===== config.mk =====
export PLATFORM = sky130hd
export DESIGN_NAME = popcount_frame_stats
export DESIGN_NICKNAME = d
export VERILOG_FILES = /design/src/rtl/popcount_pkg.sv /design/src/rtl/popcount_stats_slot.sv /design/src/rtl/popcount_frame_stats.sv
export SDC_FILE = /design/constraint.sdc
export NUM_CORES = 1
export LEC_CHECK = 0
export ABC_CLOCK_PERIOD_IN_PS = 1890
export BUFFER_PORTS_ARGS = -buffer_cell sky130_fd_sc_hd__clkbuf_2
export CAP_MARGIN = 25
export CORE_UTILIZATION = 51
export DETAILED_ROUTE_END_ITERATION = 8
export GPL_ROUTABILITY_DRIVEN = 0
export HOLD_SLACK_MARGIN = 0.05
export PLACE_DENSITY_LB_ADDON = 0.08
export SKIP_CTS_REPAIR_TIMING = 1
export SYNTH_ARGS = -nofsm -noshare
export SYNTH_HDL_FRONTEND = slang
export SYNTH_SLANG_ARGS = --single-unit

===== constraint.sdc =====
create_clock -name clk_i -period 1.89 [get_ports clk_i]
set_input_delay 0.378 -clock clk_i [delete_from_list [all_inputs] [get_ports clk_i]]
set_output_delay 0.378 -clock clk_i [all_outputs]
set_load 0.05 [all_outputs]

===== src/rtl/popcount_pkg.sv =====
// rtl/popcount_pkg.sv - shared widths, accumulator state type for the frame statistics block
package popcount_pkg;

  function automatic int cnt_width(input int width);
    return $clog2(width) + 1;
  endfunction

  function automatic int sum_width(input int width, input int frame_len);
    return $clog2(width * frame_len + 1);
  endfunction

  typedef enum logic {ACC_IDLE, ACC_RUN} acc_state_t;

endpackage


===== src/rtl/popcount_stats_slot.sv =====
// rtl/popcount_stats_slot.sv - one-entry valid/ready result register with reject/drop indication
module popcount_stats_slot #(
  parameter int DW = 8
) (
  input  logic          clk,
  input  logic          rst_n,
  input  logic          load,
  input  logic [DW-1:0] load_data,
  input  logic          ready,
  output logic          valid,
  output logic [DW-1:0] data,
  output logic          reject,
  output logic          drop
);

  // A held result is only replaced when it is consumed in the same cycle.
  assign reject = load && valid && !ready;

  always_ff @(posedge clk or negedge rst_n) begin
    if (!rst_n) begin
      valid <= 1'b0;
      data  <= '0;
      drop  <= 1'b0;
    end else begin
      drop <= reject;
      if (load && (!valid || ready)) begin
        valid <= 1'b1;
        data  <= load_data;
      end else if (valid && ready) begin
        valid <= 1'b0;
      end
    end
  end

endmodule


===== src/rtl/popcount_frame_stats.sv =====
// rtl/popcount_frame_stats.sv - groups per-word popcounts into frames and reports sum/max/min/words
module popcount_frame_stats
  import popcount_pkg::*;
#(
  parameter  int WIDTH     = 8,
  parameter  int FRAME_LEN = 16,
  parameter  int DROP_W    = 16,
  localparam int CNT_W     = cnt_width(WIDTH),
  localparam int WCNT_W    = $clog2(FRAME_LEN) + 1,
  localparam int SUM_W     = sum_width(WIDTH, FRAME_LEN)
) (
  input  logic              clk_i,
  input  logic              arst_n_i,
  input  logic [CNT_W-1:0]  cnt_i,
  input  logic              cnt_val_i,
  input  logic              flush_i,
  output logic [SUM_W-1:0]  sum_o,
  output logic [CNT_W-1:0]  max_o,
  output logic [CNT_W-1:0]  min_o,
  output logic [WCNT_W-1:0] words_o,
  output logic              stats_val_o,
  input  logic              stats_ready_i,
  output logic              drop_o,
  output logic [DROP_W-1:0] drop_cnt_o
);

  typedef struct packed {
    logic [SUM_W-1:0]  sum;
    logic [CNT_W-1:0]  max;
    logic [CNT_W-1:0]  min;
    logic [WCNT_W-1:0] words;
  } stats_t;

  acc_state_t        state, state_n;
  stats_t            cur, cur_n, acc, frame, held;
  logic [CNT_W-1:0]  cnt_c;
  logic              close, reject;
  logic [DROP_W-1:0] drop_cnt;

  assign cnt_c = (cnt_i > CNT_W'(WIDTH)) ? CNT_W'(WIDTH) : cnt_i;

  always_comb begin
    acc     = cur;
    frame   = cur;
    close   = 1'b0;
    state_n = state;
    cur_n   = cur;
    if (state == ACC_IDLE) begin
      acc.sum   = SUM_W'(cnt_c);
      acc.max   = cnt_c;
      acc.min   = cnt_c;
      acc.words = WCNT_W'(1);
    end else begin
      acc.sum   = cur.sum + SUM_W'(cnt_c);
      acc.max   = (cnt_c > cur.max) ? cnt_c : cur.max;
      acc.min   = (cnt_c < cur.min) ? cnt_c : cur.min;
      acc.words = cur.words + WCNT_W'(1);
    end
    if (cnt_val_i) frame = acc;
    // A flush with a word in IDLE closes a one-word frame; a lone flush in IDLE is ignored.
    close = (cnt_val_i && cur.words == WCNT_W'(FRAME_LEN - 1)) ||
            (flush_i && (state == ACC_RUN || cnt_val_i));
    if (close) begin
      state_n = ACC_IDLE;
      cur_n   = '0;
    end else if (cnt_val_i) begin
      state_n = ACC_RUN;
      cur_n   = acc;
    end
  end

  always_ff @(posedge clk_i or negedge arst_n_i) begin
    if (!arst_n_i) begin
      state    <= ACC_IDLE;
      cur      <= '0;
      drop_cnt <= '0;
    end else begin
      state <= state_n;
      cur   <= cur_n;
      if (reject && drop_cnt != '1) drop_cnt <= drop_cnt + DROP_W'(1);
    end
  end

  popcount_stats_slot #(.DW($bits(stats_t))) u_slot (
    .clk       (clk_i),
    .rst_n     (arst_n_i),
    .load      (close),
    .load_data (frame),
    .ready     (stats_ready_i),
    .valid     (stats_val_o),
    .data      (held),
    .reject    (reject),
    .drop      (drop_o)
  );

  assign sum_o      = held.sum;
  assign max_o      = held.max;
  assign min_o      = held.min;
  assign words_o    = held.words;
  assign drop_cnt_o = drop_cnt;

endmodule

# Yosys cells after proc, flatten, opt, wreduce, memory -nomap -nowiden
# Index checks and enable logic that the tools add are counted.
[word_totals]
elab_cells = 41
memories = 0
regBits = 61
mem_bits_rw = 0
rom_bits = 0
latch_bits = 0
[op_classes]
multipliers = 0
n_shift = 0
n_mux = 10
magnitude_cmp = 3
n_div = 0
n_reduce_logical = 14
add_sub_neg = 3
bitwise = 0
n_eq_ne = 2
[op_table]
columns = ["cell", "n"]
rows = [
  ["$mux 21", 3],
  ["$add 16x1->16 const B", 1],
  ["$ne 16x16->1 const B", 1],
  ["$mux 4", 3],
  ["$add 8x4->8", 1],
  ["$logic_and 1x1->1", 7],
  ["$add 5x1->5 const B", 1],
  ["$eq 5x4->1 const B", 1],
  ["$gt 4x4->1", 1],
  ["$gt 4x4->1 const B", 1],
  ["$lt 4x4->1", 1],
  ["$mux 1", 4],
  ["$reduce_bool 2->1", 2],
  ["$logic_or 1x1->1", 3],
  ["$logic_not 1->1", 2],
]

# Longest topological paths before layout
# Gate-level depths: netlist of run 1.
[depth]
ltp_word = 7
mapped_depth = 10
depth_no_buf = 10

# Modules after synthesis
# A second synthesis of run 1 with hierarchy kept.
[unflattened]
cells_unflattened = 306
hier_area_um2 = 3379.5
[by_module_without_submodules]
columns = ["module", "area_each_um2", "n_inst", "cells_per_inst"]
rows = [
  ["popcount_frame_stats", 2416.1, 1, 255],
  ["popcount_stats_slot", 963.4, 1, 51],
]

# Worst setup path after synthesis of run 1
# Ideal clock, no wire load.
[synth_timing]
kind = "input to register"
start = "input cnt_i[3]"
end = "register u_slot.data[19]"
setup_ns = 0.121
t_arrival_ns = 1.958
slack_ns = -0.189
path_stages = 10
cell_sequence = "nand2b_1 -> inv_1 -> ha_1 -> inv_1 -> fa_1 -> nand2b_1 -> a21oi_1 -> and3_1 -> xor2_1 -> a22o_1"
[synth_between]
elab_chain_len = 5
[synth_rtl]
columns = ["element", "line", "text"]
rows = [
  ["from (decl)", "popcount_frame_stats.sv:14", "input logic [CNT_W-1:0] cnt_i,"],
  ["$gt 4x4->1", "popcount_frame_stats.sv:40", "assign cnt_c = (cnt_i > CNT_W'(WIDTH)) ? CNT_W'(WIDTH) : cnt_i;"],
  ["$mux 4 (*)", "popcount_frame_stats.sv:40", ""],
  ["$add 8x4->8 (*)", "popcount_frame_stats.sv:54", "acc.sum = cur.sum + SUM_W'(cnt_c);"],
  ["$mux 21 (*)", "popcount_frame_stats.sv:48", "if (state == ACC_IDLE) begin"],
  ["$mux 21 (*)", "n/a", ""],
  ["to (signal assigned)", "popcount_stats_slot.sv:28", "data <= load_data;"],
  ["to (decl)", "popcount_stats_slot.sv:11", "output logic [DW-1:0] data,"],
]
# Mark *: on every way between the ends. The rest lies on a longest branch, timed or not.
# A chain may end at the register's enable or synchronous reset.

# Final worst setup path of run 1
[layout_timing]
start = "register cur[0] (netlist bit)"
end = "register drop_cnt[12] (netlist: drop_cnt_o[12])"
[layout_between]
elab_chain_len = 6
[layout_rtl]
columns = ["element", "line", "text"]
rows = [
  ["from (decl)", "popcount_frame_stats.sv:35", "stats_t cur, cur_n, acc, frame, held;"],
  ["from (signal assigned)", "popcount_frame_stats.sv:79", "cur <= cur_n;"],
  ["$eq 5x4->1", "popcount_frame_stats.sv:61", "close = (cnt_val_i && cur.words == WCNT_W'(FRAME_LEN - 1)) ||"],
  ["$logic_and 1x1->1", "popcount_frame_stats.sv:61", ""],
  ["$logic_or 1x1->1", "popcount_frame_stats.sv:61", ""],
  ["$logic_and 1x1->1 (2 in series)", "popcount_stats_slot.sv:17", "assign reject = load && valid && !ready;"],
  ["$logic_and 1x1->1", "popcount_frame_stats.sv:80", "if (reject && drop_cnt != '1) drop_cnt <= drop_cnt + DROP_W'(1);"],
  ["to (signal assigned)", "popcount_frame_stats.sv:80", ""],
  ["to (decl)", "popcount_frame_stats.sv:38", "logic [DROP_W-1:0] drop_cnt;"],
]
# Every way passes these cells.

==> summary.txt, run 1 <==
Outcome
  • Run status: finished with violations
  • Failing checks: negative setup slack

Synthesis
  • Synth Cell Area: 3060 sq um
  • Top FF cell, synth: dfrtp_1
  • Synth Area per Inst: 10.4 sq um
  • Synth cell count leaders: dfrtp_1, nand2_1, nor2_1
  • Yosys warns: 0
  • Seq/Total Area, Yosys: 49.9%
  • Yosys reg bits: 61
  • Largest cells by area after synthesis: dfrtp_1, ha_1, xnor2_1
  • Number of flops mapped to enable cells by yosys: 0
  • Cell count after synthesis: 295
  • Post-synth top area cell: dfrtp_1
  • Post-synth ARST share: 100%
  • Yosys top cell area share: 49.9%
  • Syn_nets: 319
  • Distinct cells, synth: 52
  • Most frequent cell after synthesis: dfrtp_1

Route
  • DRT Wirelength: 6850 um
  • Detail Route Antenna Nets: 0
  • Drt drc: 0
  • Initial DRC Count: 64
  • Via count: 2460
  • Wire length per cell: 14.7 um
  • Vias per inst: 5.28
  • TritonRoute pass-1 iters: 4

Worst setup path
  • Critical path data required time: 2120 ps
  • R2R setup slack: -90 ps
  • Worst Setup Path Type: reg2reg
  • Worst setup SP type: register
  • R2r worst-path depth: 8
  • Crit end category: register
  • WP data arrival: 2210 ps
  • Reg-to-Reg Start: cur[0]
  • R2R Path End: drop_cnt_o[12]
  • Crit. Startpoint: cur[0]
  • CP max FO: 4

Floorplanning
  • Starting Density: 54.3%
  • # IOs: 48
  • Full die area: 6320 sq um
  • FP Rows: 27
  • Die width: 79.5 um
  • CORE AREA: 5640 sq um
  • Die boundary height: 79.5 um

Finish
  • # diodes: 0
  • Nets: 415
  • Fraction of layout cells with a size suffix above 1: 38.8%
  • Layout area overhead: 31.1%
  • Final instance area: 4010 sq um
  • Filler cells: 447
  • Multi-input logic area: 1550 sq um
  • Register area: 1530 sq um
  • Non-Filler Instances: 466

Timing
  • Post-route worst setup slack: -93.3 ps
  • Fin crit share: 105%
  • Worst Skew: 7.57 ps
  • Setup violators final: 15
  • Max Slew Vio Count: 0
  • RSZ-0062 raised after global routing: yes
  • Setup TNS: -556 ps
  • Fin. Hold Viols: 0
  • Max-Slew Margin vs Limit: 69.1%
  • Max Clock Freq: 504 MHz
  • Period minus WS final: 1980 ps
  • Least-Margin Pin Slew: 463 ps

Power
  • Internal power: 2.39 mW
  • Final Power: 3.73 mW
  • Leakage power: 1.94 nW
  • Sw frac: 36.0%
  • Sw Pwr: 1.34 mW
  • Comb pwr share: 29.9%
  • Clk network pwr share: 28.2%
  • Pwr Density: 929 nW/um^2
  • Seq pwr share: 41.9%
  • Maximum VDD drop: 0.000810 V

Global routing
  • Global-route wire length before repair: 11200 um
  • Global Route Usage Sum: 23.5%
  • Number of global-route vias before repair: 2527
  • Initial antenna violation count: 0
  • Total grt overflow: 0
  • Largest net degree at the start of global routing: 37

Flow run
  • Max-cap violations: 0

CTS
  • CTS tree: yes
  • Reg clk slew, reported paths: 70 ps
  • Clock Tree Buf Depth: 2
  • CTS Buf Count: 9
  • CTS H-tree lvls: 3
  • Clk Latency, worst-skew pair: 340 ps
  • Clock root cell: clkbuf_8
  • CTS sink cnt: 61

Place
  • Worst slack at placement: -227 ps
  • DP HPWL: 4960 um
  • Post-Place Cell Area: 3740 sq um
  • Cells after DPL: 448
  • Buffers on Ports: 47

Hold path
  • Hold crit path type: in2async
logic make-up after synthesis:
kind of cell               synth area share [%]
and+or+nand+nor                            18.1
buffers and inverters                      3.15
adders and majority gates                  6.38
DFF                                        49.9
muxes                                      4.54
AOI/OAI and AO/OA                          12.8
xor gates and xnor gates                   5.15
metal layers:
metal / GRT usage, % / share of wire (%) / vias up
met4: 16.2 / 2.4 / 0
met3: 5.14 / 3.6 / 17
met2: 37.8 / 49 / 56
met1: 28.0 / 45 / 1169
met5: 0 / 0 / -
li1: - / - / 1218
power groups by stage:
stage | Sequential (mW) | Combinational, mW | Clock, mW
global placement | 1.58 | 1.06 | 0
CTS | 1.56 | 1.10 | 1.08
floorplan | 1.96 | 0.346 | 0
global route | 1.58 | 1.21 | 1.13
finish | 1.56 | 1.12 | 1.05
detailed placement | 1.59 | 1.09 | 0
flip-flops by register name, summed over array words and instances (netlist names):
name          count
state             1
u_slot.valid      1
u_slot.data      21
cur              21
u_slot.drop       1
drop_cnt_o       16
worst max path at each step:
stage	cells after the start	slack, ps	to
2_1_floorplan	10	-30	u_slot.data[19]
6_report	8	-90	drop_cnt_o[12]
4_1_cts	8	-100	drop_cnt_o[1]
3_3_place_gp	11	-190	u_slot.data[19]
5_1_grt	11	-170	u_slot.data[18]
3_5_place_dp	11	-230	u_slot.data[19]
area by class of cell:
cell class / instances / area share (%)
timing repair buffer: 94 / 15.2
inverter: 14 / 1.37
multi-input combinational: 211 / 38.5
tap: 72 / 2.25
clock inverter: 1 / 0.187
clock buffer: 13 / 4.21
sequential: 61 / 38.2
cell usage in the layout, fill, tap and decap left out, drive strengths merged, types with 2 or more instances in the layout:
cell type / instances
clkbuf: 60
nor2b: 3
a22o: 2
a21o: 2
mux2i: 9
nand2: 31
a22oi: 2
inv: 14
xor2: 4
o211ai: 3
mux2: 4
dfrtp: 61
and2: 4
nand4: 8
and4: 2
a21oi: 15
nor3: 3
o21bai: 2
ha: 14
buf: 47
o31ai: 2
a211oi: 4
nand3b: 2
o21ai: 22
nand3: 11
xnor2: 14
nand2b: 6
nor2: 27
and3: 6
worst max-delay path, cell delays in order (launching register included):
cell     delay [ps]
dfrtp_1         360
ha_2            200
and3_4          200
ha_4            150
o21ai_4          80
and2_4          200
nor4_4          270
nand3_2         120
mux2_4          300
metrics by stage:
stage	utilization [%]	hold slack (ps)
2_1_floorplan	-	82.4
3_3_place_gp	66.4	402
3_5_place_dp	66.4	401
4_1_cts	69.5	33.4
5_1_grt	71.1	58.0
6_report	71.1	29.6
Note: power is estimated with default switching activity, not from simulation.
==> run 2: changes to the inputs <==
Settings changed: RECOVER_POWER from default to 25.
==> run 2 against run 1 <==
  * The run still ends with negative setup slack left
  * Cell area down 0.19%
  * Non-clock buffer count unchanged
  * Critical endpoint unchanged
  * Global-route usage unchanged
==> summary.txt, run 2 (synthesis gave the netlist of run 1 again) <==
Route
  • Detail Route Antenna Nets: 0
  • DRT Wirelength: 6860 um
  • TritonRoute pass-1 iters: 4
  • Initial DRC Count: 72
  • Wire length per cell: 14.7 um
  • Via count: 2483
  • Drt drc: 0
  • Vias per inst: 5.33

Place
  • Worst slack at placement: -227 ps
  • DP HPWL: 4960 um
  • Buffers on Ports: 47

Power
  • Maximum VDD drop: 0.000809 V
  • Seq pwr share: 41.9%
  • Sw Pwr: 1.34 mW
  • Comb pwr share: 29.9%
  • Internal power: 2.39 mW
  • Sw frac: 36.0%
  • Clk network pwr share: 28.3%
  • Pwr Density: 931 nW/um^2
  • Leakage power: 1.94 nW

Finish
  • Fin util: 71.0%
  • Filler cells: 451
  • Fraction of layout cells with a size suffix above 1: 38.3%
  • Nets: 415
  • # diodes: 0
  • Most frequent cells in the layout: dfrtp_1, clkbuf_2, buf_4, nor2_1, nand2_1
  • Layout area overhead: 30.8%
  • Commonest non-fill, non-tap cell in the layout: dfrtp_1

Global routing
  • Number of global-route vias before repair: 2527
  • Global Route Usage Sum: 23.5%
  • Largest net degree at the start of global routing: 37
  • Initial antenna violation count: 0
  • Global-route wire length before repair: 11200 um
  • Total grt overflow: 0

CTS
  • CTS Buf Count: 9
  • Reg clk slew, reported paths: 60 ps
  • Clock Tree Buf Depth: 2
  • CTS tree: yes
  • CTS H-tree lvls: 3
  • Clock root cell: clkbuf_8
  • Clk Latency, worst-skew pair: 340 ps
  • CTS sink cnt: 61

Floorplanning
  • Full die area: 6320 sq um
  • # IOs: 48
  • Starting Density: 54.3%
  • Die boundary height: 79.5 um
  • CORE AREA: 5640 sq um
  • FP Rows: 27
  • Die width: 79.5 um

Timing
  • Max-Slew Margin vs Limit: 10.7%
  • Least-Margin Pin Slew: 1340 ps
  • Fin. Hold Viols: 0
  • Fin crit share: 106%
  • Post-route worst setup slack: -106 ps
  • Max Slew Vio Count: 0
  • RSZ-0062 raised after global routing: yes
  • Setup violators final: 16
  • Worst Skew: 7.60 ps
  • Period minus WS final: 2000 ps
  • Max Clock Freq: 501 MHz

Worst setup path
  • CP max FO: 4
  • Critical path data required time: 2120 ps
  • Reg-to-Reg Start: cur[0]
  • R2R setup slack: -110 ps
  • CP max-delay cell: dfrtp_1
  • Worst setup SP type: register
  • WP data arrival: 2220 ps
  • R2R Path End: drop_cnt_o[12]
  • R2r worst-path depth: 8
  • Crit-path cells: ha_2, and3_4, ha_4, o21ai_4, and2_4, nor4_4, nand3_2, mux2_4
  • Worst Setup Path Type: reg2reg
  • CP peak stage delay: 360 ps
  • Crit end category: register

Outcome
  • Run status: finished with violations
  • Failing checks: negative setup slack

Hold path
  • Hold crit path type: in2async

Flow run
  • Max-cap violations: 0
[run 2: area by class of cell]
class,count,area [sq um],area share [%]
multi-input cells,211,1550,38.6
well taps,72,90.1,2.25
flip-flops and latches,61,1530,38.3
clock inverters,1,7.51,0.187
inverters,14,55.1,1.37
repair buffers,94,604,15.1
clock buffers,13,169,4.22
[run 2: metal layers]
metal	vias up	wire, um	part of all wire (%)	global-route usage [%]
li1	1217	-	-	-
met5	-	0	0	0
met2	54	3320	48	37.8
met1	1192	3110	45	28.0
met4	0	177	2.6	16.2
met3	20	249	3.6	5.14
[run 2: critical path: cells and delay by family (launching register included)]
kind | cells | cell delay, ps
muxes | 1 | 300
DFF | 1 | 360
adders and majority gates | 2 | 350
AOI/OAI and AO/OA | 1 | 80
and+or+nand+nor | 4 | 790
[run 2: power groups by stage]
| stage | Sequential (mW) | Combinational [mW] | Clock, mW |
|---|---|---|---|
| after CTS | 1.56 | 1.10 | 1.08 |
| after global routing | 1.58 | 1.21 | 1.13 |
| after detailed placement | 1.59 | 1.09 | 0 |
| after floorplan | 1.96 | 0.346 | 0 |
| after global placement | 1.58 | 1.06 | 0 |
| final | 1.56 | 1.11 | 1.05 |
[run 2: worst max-delay path by stage]
| stage | cells past startpoint | startpoint | end | slack (ps) |
|---|---|---|---|---|
| after floorplan | 10 | cnt_i[3] | u_slot.data[19] | -30 |
| after global placement | 11 | cnt_i[3] | u_slot.data[19] | -190 |
| after detailed placement | 11 | cnt_i[3] | u_slot.data[19] | -230 |
| after CTS | 8 | cur[1] | drop_cnt_o[1] | -100 |
| after global routing | 11 | cur[0] | u_slot.data[18] | -170 |
| final | 8 | cur[0] | drop_cnt_o[12] | -110 |
[run 2: stage by stage]
| step | area, sq um | setup TNS, ps | instances | hold slack (ps) | power, mW |
|---|---|---|---|---|---|
| final | 4010 | -635 | 466 | 271 | 3.73 |
| after CTS | 3920 | -734 | 462 | 33.4 | 3.74 |
| after floorplan | 3140 | -38.3 | 295 | 82.4 | 2.31 |
| after global routing | 4010 | -3040 | 466 | 297 | 3.92 |
| after global placement | 3740 | -2740 | 448 | 402 | 2.64 |
| after detailed placement | 3740 | -4140 | 448 | 401 | 2.68 |
==> run 3: changes to the inputs <==
Settings changed: SETUP_SLACK_MARGIN from default to 0.1, SKIP_LAST_GASP from default to 1.
==> run 3 against run 2 <==
  * The run still ends with negative setup slack left
  * Cell area decreased by 0.56%
  * First-iteration DRC count fell by 8.3%
  * Count of clock-buffer cells in the layout increased by 2
  * Total power shrank 1.6%
  * Worst setup slack improved by 63 ps
  * Die area stayed put
  * Wire length down 7.3%
==> summary.txt, run 3 (synthesis gave the netlist of run 1 again) <==
Global routing
  • Initial antenna violation count: 0
  • Global-route wire length before repair: 10900 um
  • Total grt overflow: 0
  • Number of global-route vias before repair: 2328
  • Global Route Usage Sum: 22.6%
  • Largest net degree at the start of global routing: 62

CTS
  • CTS Buf Count: 9
  • Clk Latency, worst-skew pair: 330 ps
  • CTS sink cnt: 61
  • CTS tree: yes
  • CTS H-tree lvls: 3
  • Clock Tree Buf Depth: 2
  • Clock root cell: clkbuf_8
  • Reg clk slew, reported paths: 60 ps

Worst setup path
  • WP data arrival: 2150 ps
  • CP max-delay cell: dfrtp_1
  • Crit-path cells: ha_2, and3_4, ha_4, o21ai_4, and2_4, a211oi_4, buf_6, mux2_4
  • Crit end category: register
  • Worst setup SP type: register
  • Critical path data required time: 2110 ps
  • Worst Setup Path Type: reg2reg
  • CP peak stage delay: 360 ps
  • CP max FO: 7

Timing
  • Fin crit share: 102%
  • Setup violators final: 1
  • RSZ-0062 raised after global routing: yes
  • Max Clock Freq: 517 MHz
  • Post-route worst setup slack: -43.7 ps
  • Worst Skew: 5.33 ps
  • Max Slew Vio Count: 0
  • Period minus WS final: 1930 ps
  • Max-Slew Margin vs Limit: 2.00%
  • Fin. Hold Viols: 0
  • Least-Margin Pin Slew: 1470 ps
  • Final hold slack: 282 ps

Route
  • Detail Route Antenna Nets: 0
  • Initial DRC Count: 66
  • Via count: 2392
  • DRT Wirelength: 6360 um
  • Wire length per cell: 14.0 um
  • Drt drc: 0
  • TritonRoute pass-1 iters: 4
  • Vias per inst: 5.26

Power
  • Maximum VDD drop: 0.000909 V
  • Leakage power: 1.88 nW
  • Pwr Density: 921 nW/um^2
  • Final Power: 3.67 mW

Flow run
  • Max-cap violations: 0

Floorplanning
  • Die width: 79.5 um
  • Full die area: 6320 sq um
  • Die boundary height: 79.5 um
  • # IOs: 48
  • FP Rows: 27
  • Starting Density: 54.3%
  • CORE AREA: 5640 sq um

Finish
  • # diodes: 0
  • Non-Filler Instances: 455
  • Fin util: 70.6%
  • Layout area overhead: 30.1%
  • Nets: 402
  • Commonest non-fill, non-tap cell in the layout: dfrtp_1
  • Fraction of layout cells with a size suffix above 1: 38.1%
  • Most frequent cells in the layout: dfrtp_1, clkbuf_2, buf_4, nand2_1, nor2_1
  • Filler cells: 439

Place
  • Cells after DPL: 436
  • DP HPWL: 4610 um
  • Buffers on Ports: 47

Outcome
  • Failing checks: negative setup slack
  • Run status: finished with violations

Hold path
  • Hold crit path type: in2reg
run 3: cell types whose count changed in the layout (fill, tap and decap cells not counted), moves of 2 or more:
cell     delta
buf_4      -12
o21ai_1     +5
o21ai_0     -4
dfrtp_1     -2
dfrtp_2     +2
ha_4        +2
run 3: where the power goes:
part	internal [mW]	total (mW)	switching (mW)
Clock	0.548	1.02	0.470
Sequential	1.45	1.59	0.142
Combinational	0.340	1.06	0.715
Total	2.34	3.67	1.33
run 3: worst paths after layout:
check	cells after the start	startpoint	to	slack, ps
setup / recovery	8	cur[0]	drop_cnt_o[1]	-40
hold / removal	2	flush_i	state	280
setup reg to reg	8	cur[0]	drop_cnt_o[1]	-40
hold reg to reg	2	u_slot.data[5]	u_slot.data[5]	480
max in group asynchronous	2	arst_n_i	drop_cnt_o[6]	430
min in group asynchronous	2	arst_n_i	cur[10]	480
run 3: metal layers:
metal / up-vias / track usage [%] / share of wire, %
met2: 46 / 38.2 / 50
met3: 8 / 6.63 / 3.7
met4: 0 / 7.45 / 1.4
met1: 1147 / 27.4 / 45
met5: - / 0 / 0
li1: 1191 / - / -
run 3: critical path: cells and delay by family, from the launching register on:
kind                       cells  cell delay [ps]
AOI/OAI and AO/OA              2              270
adders and majority gates      2              350
buffers and inverters          1              160
DFF                            1              360
muxes                          1              300
and+or+nand+nor                2              370
run 3: area by class of cell:
class | count | area [sq um] | area share [%]
repair buffers | 81 | 507 | 12.7
clock inverters | 1 | 5.00 | 0.126
clock buffers | 15 | 166 | 4.18
multi-input cells | 211 | 1620 | 40.7
flip-flops and latches | 61 | 1540 | 38.6
well taps | 72 | 90.1 | 2.26
inverters | 14 | 57.6 | 1.45
run 3: metrics by stage:
step | cell area [sq um] | TNS [ps] | setup WS [ps]
after floorplan | 3170 | -40.1 | -25.7
after global placement | 3690 | -2400 | -169
after detailed placement | 3690 | -3600 | -222
after CTS | 3860 | -1340 | -119
after global routing | 3980 | -1400 | -135
final | 3980 | -43.7 | -43.7
